--- config.mk ---
export PLATFORM = sky130hd
export DESIGN_NAME = spi_flash_reader_flat
export DESIGN_NICKNAME = d
export VERILOG_FILES = /design/src/rtl/spi_flash_reader_pkg.sv /design/src/rtl/spi_flash_reader_if.sv /design/src/rtl/spi_flash_reader_shift_engine.sv /design/src/rtl/spi_flash_reader.sv /design/src/flat_wrapper.sv
export SDC_FILE = /design/constraint.sdc
export NUM_CORES = 1
export LEC_CHECK = 0
export ABC_AREA = 1
export BUFFER_PORTS_ARGS = -buffer_cell sky130_fd_sc_hd__buf_2
export CORE_MARGIN = 1
export CORE_UTILIZATION = 50
export CTS_BUF_LIST = sky130_fd_sc_hd__clkbuf_4 sky130_fd_sc_hd__clkbuf_8
export DETAILED_ROUTE_END_ITERATION = 8
export GPL_ROUTABILITY_DRIVEN = 0
export GPL_TIMING_DRIVEN = 0
export PLACE_DENSITY = 0.67
export SETUP_SLACK_MARGIN = 0.5
export SKIP_LAST_GASP = 1
export SYNTH_ARGS = -nofsm -noshare
export SYNTH_HDL_FRONTEND = slang
export SYNTH_HIERARCHICAL = 1
export SYNTH_SLANG_ARGS = --single-unit
--- constraint.sdc ---
create_clock -name i_clk -period 3.41 [get_ports i_clk]
set_clock_uncertainty 0.05 [all_clocks]
set_input_delay 0.682 -clock i_clk [delete_from_list [all_inputs] [get_ports i_clk]]
set_output_delay 0.682 -clock i_clk [all_outputs]
set_load 0.01 [all_outputs]
--- src/rtl/spi_flash_reader_pkg.sv ---
// Shared types and constants for the SPI flash read bridge: FSM states,
// flash opcodes and the bit length of each serial phase.
package spi_flash_pkg;

  typedef enum logic [2:0] {
    ST_IDLE,
    ST_CMD,
    ST_ADDR,
    ST_DUMMY,
    ST_DATA,
    ST_DONE
  } state_t;

  localparam logic [7:0] OP_READ      = 8'h03;
  localparam logic [7:0] OP_FAST_READ = 8'h0B;

  localparam logic [5:0] CMD_BITS   = 6'd8;
  localparam logic [5:0] ADDR_BITS  = 6'd24;
  localparam logic [5:0] DUMMY_BITS = 6'd8;
  localparam logic [5:0] DATA_BITS  = 6'd8;

  // States in which the flash is selected and the pins are owned by the bridge
  function automatic logic is_active(state_t s);
    return (s != ST_IDLE) && (s != ST_DONE);
  endfunction

endpackage

--- src/rtl/spi_flash_reader_if.sv ---
// CPU-side bus of the SPI flash bridge: window select, R/W, offset address,
// returned byte and the MRDY cycle-stretch handshake.
interface spi_flash_reader_if;
  logic        i_spi_ce;
  logic        i_rw;
  logic [11:0] i_addr;
  logic [7:0]  o_data;
  logic        o_mrdy;

  modport master (output i_spi_ce, i_rw, i_addr, input o_data, o_mrdy);
  modport slave  (input i_spi_ce, i_rw, i_addr, output o_data, o_mrdy);
endinterface

--- src/rtl/spi_flash_reader_shift_engine.sv ---
// Mode-0 SPI bit engine: SCK divider, per-phase bit counter, MOSI/MISO shift
// registers. A phase is loaded MSB-aligned in load_data; phase_done flags its last tick.
module spi_shift_engine #(
  parameter int unsigned CLK_DIV = 2
) (
  input  logic        clk,
  input  logic        rst_n,
  input  logic        load,
  input  logic        abort,
  input  logic [23:0] load_data,
  input  logic [5:0]  load_bits,
  input  logic        miso,
  output logic        sck,
  output logic        mosi,
  output logic        busy,
  output logic        phase_done,
  output logic [7:0]  rx_byte
);

  localparam logic [7:0] DIV_LAST = 8'(CLK_DIV - 1);

  logic [23:0] shift_q;
  logic [5:0]  bits_q;
  logic [7:0]  div_q;
  logic        sck_q;
  logic        busy_q;
  logic [7:0]  rx_q;
  logic        tick;

  assign tick = busy_q && (div_q == DIV_LAST);

  // A load landing on the falling edge of the previous phase keeps SCK seamless
  always_ff @(posedge clk or negedge rst_n) begin
    if (!rst_n) begin
      shift_q <= '0;
      bits_q  <= '0;
      div_q   <= '0;
      sck_q   <= 1'b0;
      busy_q  <= 1'b0;
      rx_q    <= '0;
    end else if (abort) begin
      div_q  <= '0;
      sck_q  <= 1'b0;
      busy_q <= 1'b0;
    end else if (load) begin
      shift_q <= load_data;
      bits_q  <= load_bits;
      div_q   <= '0;
      sck_q   <= 1'b0;
      busy_q  <= 1'b1;
    end else if (busy_q) begin
      if (tick) begin
        div_q <= '0;
        if (!sck_q) begin
          sck_q <= 1'b1;
          rx_q  <= {rx_q[6:0], miso};
        end else begin
          sck_q   <= 1'b0;
          shift_q <= {shift_q[22:0], 1'b0};
          bits_q  <= bits_q - 6'd1;
          if (bits_q == 6'd1) busy_q <= 1'b0;
        end
      end else begin
        div_q <= div_q + 8'd1;
      end
    end
  end

  assign phase_done = tick && sck_q && (bits_q == 6'd1);
  assign sck        = sck_q;
  assign mosi       = busy_q & shift_q[23];
  assign busy       = busy_q;
  assign rx_byte    = rx_q;

endmodule

--- src/rtl/spi_flash_reader.sv ---
// Read-only SPI flash bridge for the 6809 flash window. Define SPI_FLASH_FAST_READ_EN
// to use FAST_READ (0x0B) with eight dummy clocks instead of plain READ (0x03).
module spi_flash_reader
  import spi_flash_pkg::*;
#(
  parameter int unsigned  CLK_DIV    = 2,
  parameter logic [23:0]  FLASH_BASE = 24'h000000
) (
  input  logic               i_clk,
  input  logic               i_reset,
  spi_flash_reader_if.slave  bus,
  output logic               o_spi_cs_n,
  output logic               o_spi_sck,
  output logic               o_spi_mosi,
  input  logic               i_spi_miso,
  output logic               o_spi_oe
);

`ifdef SPI_FLASH_FAST_READ_EN
  localparam logic [7:0] OPCODE = OP_FAST_READ;
`else
  localparam logic [7:0] OPCODE = OP_READ;
`endif

  state_t      state_q, state_d;
  logic [23:0] addr_q;
  logic [7:0]  data_q;
  logic        armed_q;
  logic        cs_n_q;
  logic        cs_guard_q;
  logic        req;
  logic        load, abort, eng_busy, phase_done;
  logic [23:0] load_data;
  logic [5:0]  load_bits;
  logic [7:0]  rx_byte;

  assign req = bus.i_spi_ce & bus.i_rw;

  // armed_q re-arms only once the request drops, so a held select never retriggers;
  // cs_guard_q holds off a new transfer for one cycle after CS rises
  always_ff @(posedge i_clk or negedge i_reset) begin
    if (!i_reset) begin
      state_q    <= ST_IDLE;
      addr_q     <= '0;
      data_q     <= '0;
      armed_q    <= 1'b1;
      cs_n_q     <= 1'b1;
      cs_guard_q <= 1'b0;
    end else begin
      state_q    <= state_d;
      cs_n_q     <= !is_active(state_d);
      cs_guard_q <= !cs_n_q;
      if (state_q == ST_IDLE && state_d == ST_CMD) begin
        addr_q  <= FLASH_BASE + {12'h000, bus.i_addr};
        armed_q <= 1'b0;
      end else if (!req) begin
        armed_q <= 1'b1;
      end
      if (state_q == ST_DATA && state_d == ST_DONE) data_q <= rx_byte;
    end
  end

  always_comb begin
    state_d   = state_q;
    load      = 1'b0;
    load_data = '0;
    load_bits = CMD_BITS;
    abort     = is_active(state_q) && !bus.i_spi_ce;
    if (abort) begin
      state_d = ST_IDLE;
    end else begin
      case (state_q)
        ST_IDLE: if (req && armed_q && !cs_guard_q) state_d = ST_CMD;
        ST_CMD: begin
          if (!eng_busy) begin
            load      = 1'b1;
            load_data = {OPCODE, 16'h0000};
            load_bits = CMD_BITS;
          end else if (phase_done) begin
            state_d   = ST_ADDR;
            load      = 1'b1;
            load_data = addr_q;
            load_bits = ADDR_BITS;
          end
        end
        ST_ADDR: if (phase_done) begin
          load = 1'b1;
`ifdef SPI_FLASH_FAST_READ_EN
          state_d   = ST_DUMMY;
          load_bits = DUMMY_BITS;
`else
          state_d   = ST_DATA;
          load_bits = DATA_BITS;
`endif
        end
        ST_DUMMY: if (phase_done) begin
          state_d   = ST_DATA;
          load      = 1'b1;
          load_bits = DATA_BITS;
        end
        ST_DATA: if (phase_done) state_d = ST_DONE;
        ST_DONE: if (!bus.i_spi_ce) state_d = ST_IDLE;
        default: state_d = ST_IDLE;
      endcase
    end
  end

  spi_shift_engine #(.CLK_DIV(CLK_DIV)) u_engine (
    .clk        (i_clk),
    .rst_n      (i_reset),
    .load       (load),
    .abort      (abort),
    .load_data  (load_data),
    .load_bits  (load_bits),
    .miso       (i_spi_miso),
    .sck        (o_spi_sck),
    .mosi       (o_spi_mosi),
    .busy       (eng_busy),
    .phase_done (phase_done),
    .rx_byte    (rx_byte)
  );

  assign o_spi_cs_n = cs_n_q;
  assign o_spi_oe   = !cs_n_q;
  assign bus.o_data = data_q;
  assign bus.o_mrdy = !i_reset || !(req && state_q != ST_DONE);

endmodule
--- src/flat_wrapper.sv ---
// flat-port wrapper written by rule: the top's interface ports become plain ports
module spi_flash_reader_flat import spi_flash_pkg::*;
#(
  parameter int unsigned  CLK_DIV    = 2,
  parameter logic [23:0]  FLASH_BASE = 24'h000000
)
  (i_clk, i_reset, o_spi_cs_n, o_spi_sck, o_spi_mosi, i_spi_miso, o_spi_oe, bus_i_spi_ce, bus_i_rw, bus_i_addr, bus_o_data, bus_o_mrdy);
  spi_flash_reader_if bus_i ();
  input  logic i_clk;
  input  logic i_reset;
  output logic o_spi_cs_n;
  output logic o_spi_sck;
  output logic o_spi_mosi;
  input  logic i_spi_miso;
  output logic o_spi_oe;
  input wire logic [$bits(bus_i.i_spi_ce)-1:0] bus_i_spi_ce;
  input wire logic [$bits(bus_i.i_rw)-1:0] bus_i_rw;
  input wire logic [$bits(bus_i.i_addr)-1:0] bus_i_addr;
  output wire logic [$bits(bus_i.o_data)-1:0] bus_o_data;
  output wire logic [$bits(bus_i.o_mrdy)-1:0] bus_o_mrdy;
  assign bus_i.i_spi_ce = bus_i_spi_ce;
  assign bus_i.i_rw = bus_i_rw;
  assign bus_i.i_addr = bus_i_addr;
  assign bus_o_data = bus_i.o_data;
  assign bus_o_mrdy = bus_i.o_mrdy;
  spi_flash_reader #(.CLK_DIV(CLK_DIV), .FLASH_BASE(FLASH_BASE)) u_core (.i_clk(i_clk), .i_reset(i_reset), .bus(bus_i), .o_spi_cs_n(o_spi_cs_n), .o_spi_sck(o_spi_sck), .o_spi_mosi(o_spi_mosi), .i_spi_miso(i_spi_miso), .o_spi_oe(o_spi_oe));
endmodule
==> results.cfg, run 1 <==
[outcome]
status = completed

[synthesis]
synth_top_area_frac = 0.452
synth_area_leaders = dfrtp_1 45%, nand2_1 11%, mux2i_1 6.0%
yosysWarnings = 6
syn_inst = 454
synth_cell_types = 35
ys_seq_area_frac = 0.465
synth_area_sq_um = 3990
yosys.area.top_type = dfrtp_1
postSynthAreaPerCell_sq_um = 8.79
ys_seq_elements = 74
synth_top_flop_cell = dfrtp_1
synth_edf_count = 0
async_reset_ff_frac = 1.00

[grt]
track_usage = 0.204
met2_usage = 0.318
first_global_vias = 3010
antenna_found_initial = 0
use_met1 = 0.282
grt_start_max_net_pins = 40
grt_pass1_wl_um = 13600
busiest_layer = met2
grt_overflow = 0
grt_use_met3 = 0.0285

[worst_setup_path]
cp_common_cell = nand2_2
worst_path_dominant_cell_family = simple AND/OR/NAND/NOR gates
cp-end-kind = register
crit_fanout = 10
reg2reg_slack_ns = 0.67
crit_buf_inv = 6
slowest_delay_ns = 0.40
cp_cell_sequence = inv_1 -> ha_1 -> nand2_2 -> nor2_4 -> nand2_4 -> nor3_4 -> inv_2 -> a221oi_2 -> buf_4 -> nor2_2 -> inv_1 -> nand2_1 -> nor2_2 -> nand2_2 -> buf_6 -> buf_12 -> nand2_2 -> o21ai_2
start_kind = register
critPathKind = reg -> reg
worst_ep_required_time_ns = 3.59
cp.arrival_ns = 2.92
slowest_stage = dfrtp_1

[cells_and_area]
antenna_cells = 0
syn2layout_area_growth_pct = 14.5
final_net_count = 531
layout_common_cells = 115 x nand2_1, 72 x dfrtp_1, 46 x inv_1, 33 x buf_2, 32 x nand2_2
final_cell_area_sq_um = 4570
final_common_cell = nand2_1
drive_above_1_share = 0.297
fin_cells = 617
fill_cells = 697

[timing]
period_needed_ns = 2.74
max_freq_ghz = 0.365
fin_setup_tns_ns = 0
slew_violations = 0
finalSetupViolations = 0
min_period_over_period = 0.804
hold_viol_final = 0
rsz0062_at_grt = no
holdWs_ns = 0.236
timing.final.ws_setup_ns = 0.669

[drt]
firstDrtPassIters = 4
wirelength_um = 7600
ant_nets = 0
num_vias = 3010
wl_per_cell_um = 12.3
drtIter0Drc = 183
avgViaCountPerCell = 4.88
drc_errors = 0

[placement]
hpwlAfterDp_um = 5300
place_area_sq_um = 4330
placed_cells = 599
place_ws_ns = 0.424
io_buffers = 29

[die]
io_pins = 30
core_region_area_sq_um = 7730
die-height_um = 91.3
die_w_um = 91.3
fp.dieArea_sq_um = 8340
initial_core_util = 0.516
placementRows = 32

[worst_hold_path]
hp-class = in -> async

[flow_run]
cap_violations = 0

[clock_tree]
clkLatencyLatePin_ns = 0.35
cts.htree.levels = 3
clock-root-buffer = clkbuf_8
cts_buffers = 9
path_clk_slew_ns = 0.08
cts.sinks = 74
cts_tree = yes
cts_max_path_buffers = 2

[power]
ir_worst_vdd_v = 0.000385
leakagePower_nw = 2.32
pwr_density_cell_nw_per_um2 = 642
-- sequential cells by signal, summed over array words and instances (netlist names), 3 cells and up --
register and flops:
u_core/u_engine/shift_q 24, u_core/u_engine/rx_byte 8, u_core/addr_q 12, u_core/state_q 3
u_core/u_engine/bits_q 6, u_core/u_engine/div_q 8, u_core/bus.o_data 8
-- logic make-up (layout without fill, tap and decap cells) --
kind of cell	Yosys count	in the layout	synth area share
fa+ha+maj	4	4	0.0125
compound gates	49	49	0.0894
simple gates	226	226	0.272
flops	74	74	0.465
xor+xnor	4	4	0.00878
mux	24	24	0.0602
buf+inv	71	119	0.0909
other cells	2	15	0.00188
-- through the flow --
stage	utilization	total power, W
2_1_floorplan	-	0.00201
3_3_place_gp	0.558	0.00221
3_5_place_dp	0.561	0.00224
4_1_cts	0.588	0.00295
5_1_grt	0.591	0.00316
6_report	0.591	0.00294
-- layout make-up --
cell class	instances	area, sq um	share of cell area
timing repair buffer	32	183	0.0400
sequential	74	1850	0.406
multi-input combinational	322	1840	0.403
clock buffer	10	138	0.0301
buffer	15	149	0.0326
inverter	56	214	0.0468
tap	102	128	0.0279
clock inverter	6	63.8	0.0140
-- per-layer routing --
layer / vias up / share of wire
met5: - / 0
met4: 0 / 0.021
met3: 14 / 0.028
met2: 55 / 0.44
met1: 1402 / 0.51
li1: 1539 / -
-- cells in the mapped netlist (2+ instances only) --
cell,number
nand4_1,13
nand2_1,115
nor2_2,6
buf_4,4
inv_1,47
nand4_2,2
nand2_2,32
buf_6,3
o21ai_0,7
o21ai_1,7
nor2_1,28
dfrtp_1,72
mux2i_1,24
nand2_4,3
ha_1,4
nor2_4,2
a21oi_1,4
buf_12,3
inv_2,7
dfstp_2,2
conb_1,2
nand3_1,20
buf_2,5
o21ai_2,27
xor2_1,4
o22ai_1,2
-- where the power goes --
| part | leakage [nW] | total (W) | internal (W) | switching [W] |
|---|---|---|---|---|
| logic | 1.24 | 0.000989 | 0.000381 | 0.000608 |
| clock network | 0.0987 | 0.000689 | 0.000358 | 0.000332 |
| registers | 0.989 | 0.00126 | 0.00109 | 0.000165 |
| total | 2.32 | 0.00294 | 0.00183 | 0.00110 |
-- what timing repair did --
| item | in CTS | in global routing |
|---|---|---|
| pin swaps | 0 | 1 |
| setup endpoints to repair | 30 | 30 |
| hold buffers | 0 | 0 |
| resized for setup | 1 | 4 |
| buffers inserted | 0 | 2 |
-- path summary, 6_finish.rpt --
| kind | from | cells past startpoint | end |
|---|---|---|---|
| max in group asynchronous | i_reset | 2 | u_core/u_engine/shift_q[4]$_DFFE_PN0P_ |
| max | u_core/u_engine/div_q[1]$_DFFE_PN0P_ | 18 | u_core/u_engine/bits_q[2]$_DFFE_PN0P_ |
| min reg2reg | u_core/o_spi_cs_n$_DFF_PN1_ | 1 | u_core/cs_guard_q$_DFF_PN0_ |
| min in group i_clk | u_core/o_spi_cs_n$_DFF_PN1_ | 1 | u_core/cs_guard_q$_DFF_PN0_ |
| max reg2reg | u_core/u_engine/div_q[1]$_DFFE_PN0P_ | 18 | u_core/u_engine/bits_q[2]$_DFFE_PN0P_ |
| min | i_reset | 1 | u_core/u_engine/div_q[1]$_DFFE_PN0P_ |
No activity file was read; power rests on OpenSTA's default activity.
==> run 2, diff against run 1 <==
--- a/config.mk
+++ b/config.mk
@@ -5,7 +5,7 @@
 export SDC_FILE = /design/constraint.sdc
 export NUM_CORES = 1
 export LEC_CHECK = 0
-export ABC_AREA = 1
+export ABC_AREA = 0
 export BUFFER_PORTS_ARGS = -buffer_cell sky130_fd_sc_hd__buf_2
 export CORE_MARGIN = 1
 export CORE_UTILIZATION = 50
@@ -13,7 +13,7 @@
 export DETAILED_ROUTE_END_ITERATION = 8
 export GPL_ROUTABILITY_DRIVEN = 0
 export GPL_TIMING_DRIVEN = 0
-export PLACE_DENSITY = 0.67
+export PLACE_DENSITY = 0.7
 export SETUP_SLACK_MARGIN = 0.5
 export SKIP_LAST_GASP = 1
 export SYNTH_ARGS = -nofsm -noshare
==> constraint.sdc (replaced) <==
create_clock -name i_clk -period 2.2 [get_ports i_clk]
set_clock_uncertainty 0.05 [all_clocks]
set_input_delay 0.44 -clock i_clk [delete_from_list [all_inputs] [get_ports i_clk]]
set_output_delay 0.44 -clock i_clk [all_outputs]
set_load 0.01 [all_outputs]
==> run 2 against run 1 <==
Compared with the run above:
- largest cell class is now multi-input gates
- synthesized cell count fell by 26%
- cell count fell by 11%
- critical path depth fell by 6
- the run now ends with negative setup slack left
- core utilization rose by 18 points
==> results.cfg, run 2 <==
[timing]
max_freq_ghz = 0.391
hold_viol_final = 0
holdWs_ns = 0.264
min_period_over_period = 1.16
finalSetupViolations = 55
period_needed_ns = 2.56
rsz0062_at_grt = yes
slew_violations = 0
timing.final.ws_setup_ns = -0.356

[synthesis]
yosysWarnings = 6
async_reset_ff_frac = 1.00
synth_edf_count = 0
synth.most_common_cell = dfrtp_1
yosys.area.top_type = dfrtp_1
syn_inst = 337
ys_seq_area_frac = 0.512
synth_cell_types = 52
synth_top_flop_cell = dfrtp_1
synth_top_area_frac = 0.498
synth_area_leaders = dfrtp_1 50%, mux2_2 8.7%, mux2i_1 6.4%
ys_seq_elements = 74
synthTopCellsByCount = 72 x dfrtp_1, 35 x nand2_1, 31 x o21ai_0
synth_area_sq_um = 3620
postSynthAreaPerCell_sq_um = 10.7

[cells_and_area]
antenna_cells = 0
postLayoutCoreUtil = 0.772
final_net_count = 467
syn2layout_area_growth_pct = 47.3
fin_cells = 547
largest-register = u_core/u_engine/shift_q
final_cell_area_sq_um = 5330
final_common_cell = dfrtp_1
layout_common_cells = 68 x dfrtp_1, 30 x buf_4, 29 x buf_2, 27 x nand2_1
largest_reg_flops = 24
fill_cells = 420
drive_above_1_share = 0.452
reg.largest.list = u_core/u_engine/shift_q: 24 flops, u_core/addr_q: 12 flops

[power]
ir_worst_vdd_v = 0.000691
leakagePower_nw = 2.42
pwr_density_cell_nw_per_um2 = 1130

[worst_setup_path]
slowest_delay_ns = 0.40
worst_ep_required_time_ns = 2.37
slowest_stage = dfrtp_1
reg2reg_slack_ns = -0.36
crit_fanout = 7
critPathKind = reg -> reg
cp_cell_sequence = inv_2 -> ha_4 -> nor4b_4 -> nand3_2 -> nor3_4 -> o211a_1 -> buf_8 -> nor2b_4 -> a41oi_4 -> clkbuf_8 -> nand2_1 -> o21ai_0
cp.arrival_ns = 2.72
start_kind = register
worst_path_dominant_cell_family = simple AND/OR/NAND/NOR gates
crit_buf_inv = 3
cp-end-kind = register

[die]
io_pins = 30
initial_core_util = 0.524
core_region_area_sq_um = 6910
fp.dieArea_sq_um = 7580
die-height_um = 87.1
die_w_um = 87.1
placementRows = 30

[drt]
firstDrtPassIters = 4
num_vias = 3028
highest_layer = met4
wl_met2_um = 4660
wl_per_cell_um = 17.7
avgViaCountPerCell = 5.54
wl_met1_um = 4220
drtIter0Drc = 304
dr_wl_met3_um = 433
wirelength_um = 9660
drc_errors = 0
ant_nets = 0

[grt]
first_global_vias = 2825
grt_overflow = 0
grt_start_max_net_pins = 47
grt_pass1_wl_um = 13500
antenna_found_initial = 0
track_usage = 0.237

[flow_run]
cap_violations = 0

[placement]
placed_cells = 475
io_buffers = 28
place_ws_ns = -0.858
hpwlAfterDp_um = 4790
place_area_sq_um = 4050

[clock_tree]
clkLatencyLatePin_ns = 0.35
path_clk_slew_ns = 0.08
cts_buffers = 9
cts_tree = yes
clock-root-buffer = clkbuf_8
cts.sinks = 74
cts_max_path_buffers = 2
cts.htree.levels = 3

[outcome]
violations = negative setup slack
status = finished, violations left

[worst_hold_path]
hp-class = in -> reg
## run 2: metrics by stage
stage               power (W)  TNS [ns]
floorplan             0.00297    -12.74
global placement      0.00329    -36.48
detailed placement    0.00336    -37.34
CTS                   0.00531     -8.14
global route          0.00627    -18.44
finish                0.00602    -13.13
## run 2: layout make-up
cell class,instances,area (sq um),area share
Inverter,9,38.8,0.00728
Clock inverter,6,114,0.0214
Timing Repair Buffer,84,707,0.133
Buffer,17,214,0.0402
Multi-Input combinational cell,251,2140,0.402
Clock buffer,10,131,0.0247
Sequential cell,74,1860,0.349
Tap cell,96,120,0.0225
## run 2: path summary, 6_finish.rpt
check	from	endpoint	cells after the start
worst max-delay path	u_core/u_engine/div_q[1]$_DFFE_PN0P_	u_core/u_engine/shift_q[2]$_DFFE_PN0P_	12
worst min-delay path	bus_i_addr[4]	u_core/addr_q[4]$_DFFE_PN0P_	2
worst max register to register	u_core/u_engine/div_q[1]$_DFFE_PN0P_	u_core/u_engine/shift_q[2]$_DFFE_PN0P_	12
worst min register to register	u_core/o_spi_cs_n$_DFF_PN1_	u_core/cs_guard_q$_DFF_PN0_	1
max in group asynchronous	i_reset	u_core/armed_q$_DFFE_PN1P_	3
min in group asynchronous	i_reset	u_core/u_engine/shift_q[20]$_DFFE_PN0P_	3
## run 2: worst reg2reg max path, stage by stage, from the launching register on
cell and delay [ns]:
dfrtp_1 0.40, inv_2 0.08, ha_4 0.12, nor4b_4 0.28, nand3_2 0.16, nor3_4 0.22
o211a_1 0.21, buf_8 0.14, nor2b_4 0.24, a41oi_4 0.10, clkbuf_8 0.23, nand2_1 0.08
o21ai_0 0.12
## run 2: kinds of logic after synthesis
group,synth area share
AOI/OAI and AO/OA,0.106
xor gates and xnor gates,0.0121
adders and majority gates,0.0138
buffers and inverters,0.0311
DFF,0.512
muxes,0.151
other,0.00208
and+or+nand+nor,0.172
## run 2: repair_timing
| action | 4_1_cts | 5_1_grt |
|---|---|---|
| pin swaps | 25 | 27 |
| hold buffers | 2 | 2 |
| cloned | 4 | 4 |
| setup buffers | 35 | 10 |
| endpoints found under the setup margin | 70 | 74 |
| hold endpoints to repair | 29 | 22 |
| resized for setup | 70 | 86 |
## run 2: per-layer routing
| metal | vias to the layer above | track usage |
|---|---|---|
| met3 | 36 | 0.0398 |
| met1 | 1483 | 0.319 |
| met2 | 106 | 0.377 |
| met4 | 0 | 0.108 |
| li1 | 1403 | - |
| met5 | - | 0 |
## run 2: power breakdown
| group | switching, W | internal, W | leakage [nW] |
|---|---|---|---|
| Combinational | 0.00126 | 0.00141 | 1.34 |
| Sequential | 0.000308 | 0.00173 | 0.966 |
| Clock | 0.000540 | 0.000770 | 0.117 |
==> run 3, diff against run 2 <==
--- a/config.mk
+++ b/config.mk
@@ -7,6 +7,7 @@
 export LEC_CHECK = 0
 export ABC_AREA = 0
 export BUFFER_PORTS_ARGS = -buffer_cell sky130_fd_sc_hd__buf_2
+export CAP_MARGIN = 20
 export CORE_MARGIN = 1
 export CORE_UTILIZATION = 50
 export CTS_BUF_LIST = sky130_fd_sc_hd__clkbuf_4 sky130_fd_sc_hd__clkbuf_8
@@ -15,6 +16,7 @@
 export GPL_TIMING_DRIVEN = 0
 export PLACE_DENSITY = 0.7
 export SETUP_SLACK_MARGIN = 0.5
+export SKIP_CTS_REPAIR_TIMING = 1
 export SKIP_LAST_GASP = 1
 export SYNTH_ARGS = -nofsm -noshare
 export SYNTH_HDL_FRONTEND = slang
==> run 3 against run 2 <==
Compared with the run above:
- the run ends with negative hold slack, negative setup slack left
- via count shrank 3.2%
- worst setup slack worse by 0.13 ns
- clock power about the same
- global-route usage shrank 3.3 points
- first-iteration DRC count is 8.6% lower
- flip-flop and latch count is the same
- wire length is 6.7% lower
- cell area shrank 5.5%
- non-clock buffer count is 9 lower
- total power fell by 8.8%
- hold slack got worse by 0.27 ns
- largest power group unchanged
- highest routed layer unchanged
==> results.cfg, run 3 (synthesized netlist as in run 2, its figures left out) <==
[outcome]
status = finished, violations left
violations = negative hold slack, negative setup slack

[worst_setup_path]
crit_fanout = 11
worst_ep_required_time_ns = 2.40
regToRegStartpoint = u_core/u_engine/div_q[1]$_DFFE_PN0P_
cp.arrival_ns = 2.88
start_kind = register
reg2reg_slack_ns = -0.48
reg2regPathDepth = 11
critPathKind = reg -> reg
cp-end-kind = register
r2r-end = u_core/u_engine/shift_q[2]$_DFFE_PN0P_

[cells_and_area]
multiInputGateArea_sq_um = 1950
reg.largest.list = u_core/u_engine/shift_q: 24 flops, u_core/addr_q: 12 flops
layout_common_cells = 69 x dfrtp_1, 31 x buf_4, 31 x nand2_1, 29 x buf_2, 23 x mux2i_1
syn2layout_area_growth_pct = 39.1
final_common_cell = dfrtp_1
postLayoutCoreUtil = 0.729
largest_reg_flops = 24
drive_above_1_share = 0.408
seq_area_sq_um = 1860
fin_cells = 537
fill_cells = 474
largest-register = u_core/u_engine/shift_q
final_net_count = 457
antenna_cells = 0

[timing]
worst_pin_slew_ns = 0.764
period_needed_ns = 2.68
holdWs_ns = -0.00122
hold_viol_final = 2
max_freq_ghz = 0.373
fin_setup_tns_ns = -20.54
min_period_over_period = 1.22
timing.final.ws_setup_ns = -0.484
slew_violations = 0
slew_headroom = 0.489
finalSetupViolations = 56
rsz0062_at_grt = yes

[placement]
hpwlAfterDp_um = 4790
place_ws_ns = -0.858
placed_cells = 475
io_buffers = 28

[die]
die-height_um = 87.1
fp.dieArea_sq_um = 7580
die_w_um = 87.1
placementRows = 30
initial_core_util = 0.524
io_pins = 30
core_region_area_sq_um = 6910

[grt]
antenna_found_initial = 0
first_global_vias = 2538
grt_start_max_net_pins = 47
grt_overflow = 0
track_usage = 0.204
grt_pass1_wl_um = 11800

[power]
internal_power_w = 0.00363
leakagePower_nw = 2.32
power_w = 0.00549
ir_worst_vdd_v = 0.000584
p_sw_w = 0.00186
pwr-share-clk = 0.236
power_frac_seq = 0.367
p_comb_frac = 0.397
switching_share = 0.339
pwr_density_cell_nw_per_um2 = 1090

[clock_tree]
clock-root-buffer = clkbuf_8
cts_max_path_buffers = 2
clkLatencyLatePin_ns = 0.35
cts_tree = yes
cts.htree.levels = 3
path_clk_slew_ns = 0.08
cts_buffers = 9
cts.sinks = 74

[drt]
wl_per_cell_um = 16.8
ant_nets = 0
wirelength_um = 9010
firstDrtPassIters = 5
drtIter0Drc = 278
avgViaCountPerCell = 5.46
num_vias = 2930
drc_errors = 0

[flow_run]
cap_violations = 0

[worst_hold_path]
hp-class = in -> async
[run 3: changes by cell type in the layout (fill, tap and decap cells not counted), sizes merged]
cell / delta
a41oi: -1
clkbuf: -3
buf: -6
[run 3: worst max-delay path by stage]
stage | startpoint | to | slack (ns)
floorplan | u_core/u_engine/div_q[1]$_DFFE_PN0P_ | u_core/u_engine/rx_byte[0]$_DFFE_PN0P_ | -0.31
global placement | u_core/u_engine/busy$_DFF_PN0_ | u_core/u_engine/shift_q[4]$_DFFE_PN0P_ | -0.81
detailed placement | u_core/u_engine/busy$_DFF_PN0_ | u_core/u_engine/shift_q[2]$_DFFE_PN0P_ | -0.86
CTS | u_core/u_engine/busy$_DFF_PN0_ | u_core/u_engine/shift_q[2]$_DFFE_PN0P_ | -0.94
global route | u_core/u_engine/div_q[1]$_DFFE_PN0P_ | u_core/u_engine/shift_q[4]$_DFFE_PN0P_ | -0.57
finish | u_core/u_engine/div_q[1]$_DFFE_PN0P_ | u_core/u_engine/shift_q[2]$_DFFE_PN0P_ | -0.48
[run 3: area by class of cell]
class,count,share of cell area
well taps,96,0.0239
clock inverters,6,0.0226
inverters,9,0.00721
flip-flops and latches,74,0.369
multi-input cells,250,0.388
clock buffers,10,0.0261
repair buffers,75,0.123
plain buffers,17,0.0400
[run 3: worst max-delay path, cell delays in order, from the launching register on]
cell,delay (ns)
dfrtp_1,0.42
inv_2,0.10
ha_4,0.12
nor4b_4,0.30
nand3_2,0.19
nor3_4,0.27
o211a_1,0.22
buf_8,0.14
nor2b_4,0.19
a41oi_4,0.11
buf_6,0.24
o21ai_0,0.24
[run 3: metal layers]
layer / track usage / share of wire
met5: 0 / 0
met2: 0.319 / 0.48
met3: 0.0379 / 0.044
met1: 0.281 / 0.45
met4: 0.0818 / 0.021
[run 3: per-stage QoR]
step	area (sq um)	hold slack, ns
after CTS	4290	-0.0235
final	5030	-0.00122
after global placement	4020	0.385
after detailed placement	4050	0.354
after global routing	5030	-0.00638
after floorplan	3760	0.0944
[run 3: power groups by stage]
| stage | logic [W] | registers [W] | clock network, W |
|---|---|---|---|
| after floorplan | 0.00101 | 0.00196 | 0 |
| after global placement | 0.00126 | 0.00203 | 0 |
| after detailed placement | 0.00132 | 0.00204 | 0 |
| after CTS | 0.00132 | 0.00201 | 0.00131 |
| after global routing | 0.00234 | 0.00206 | 0.00137 |
| final | 0.00218 | 0.00201 | 0.00130 |
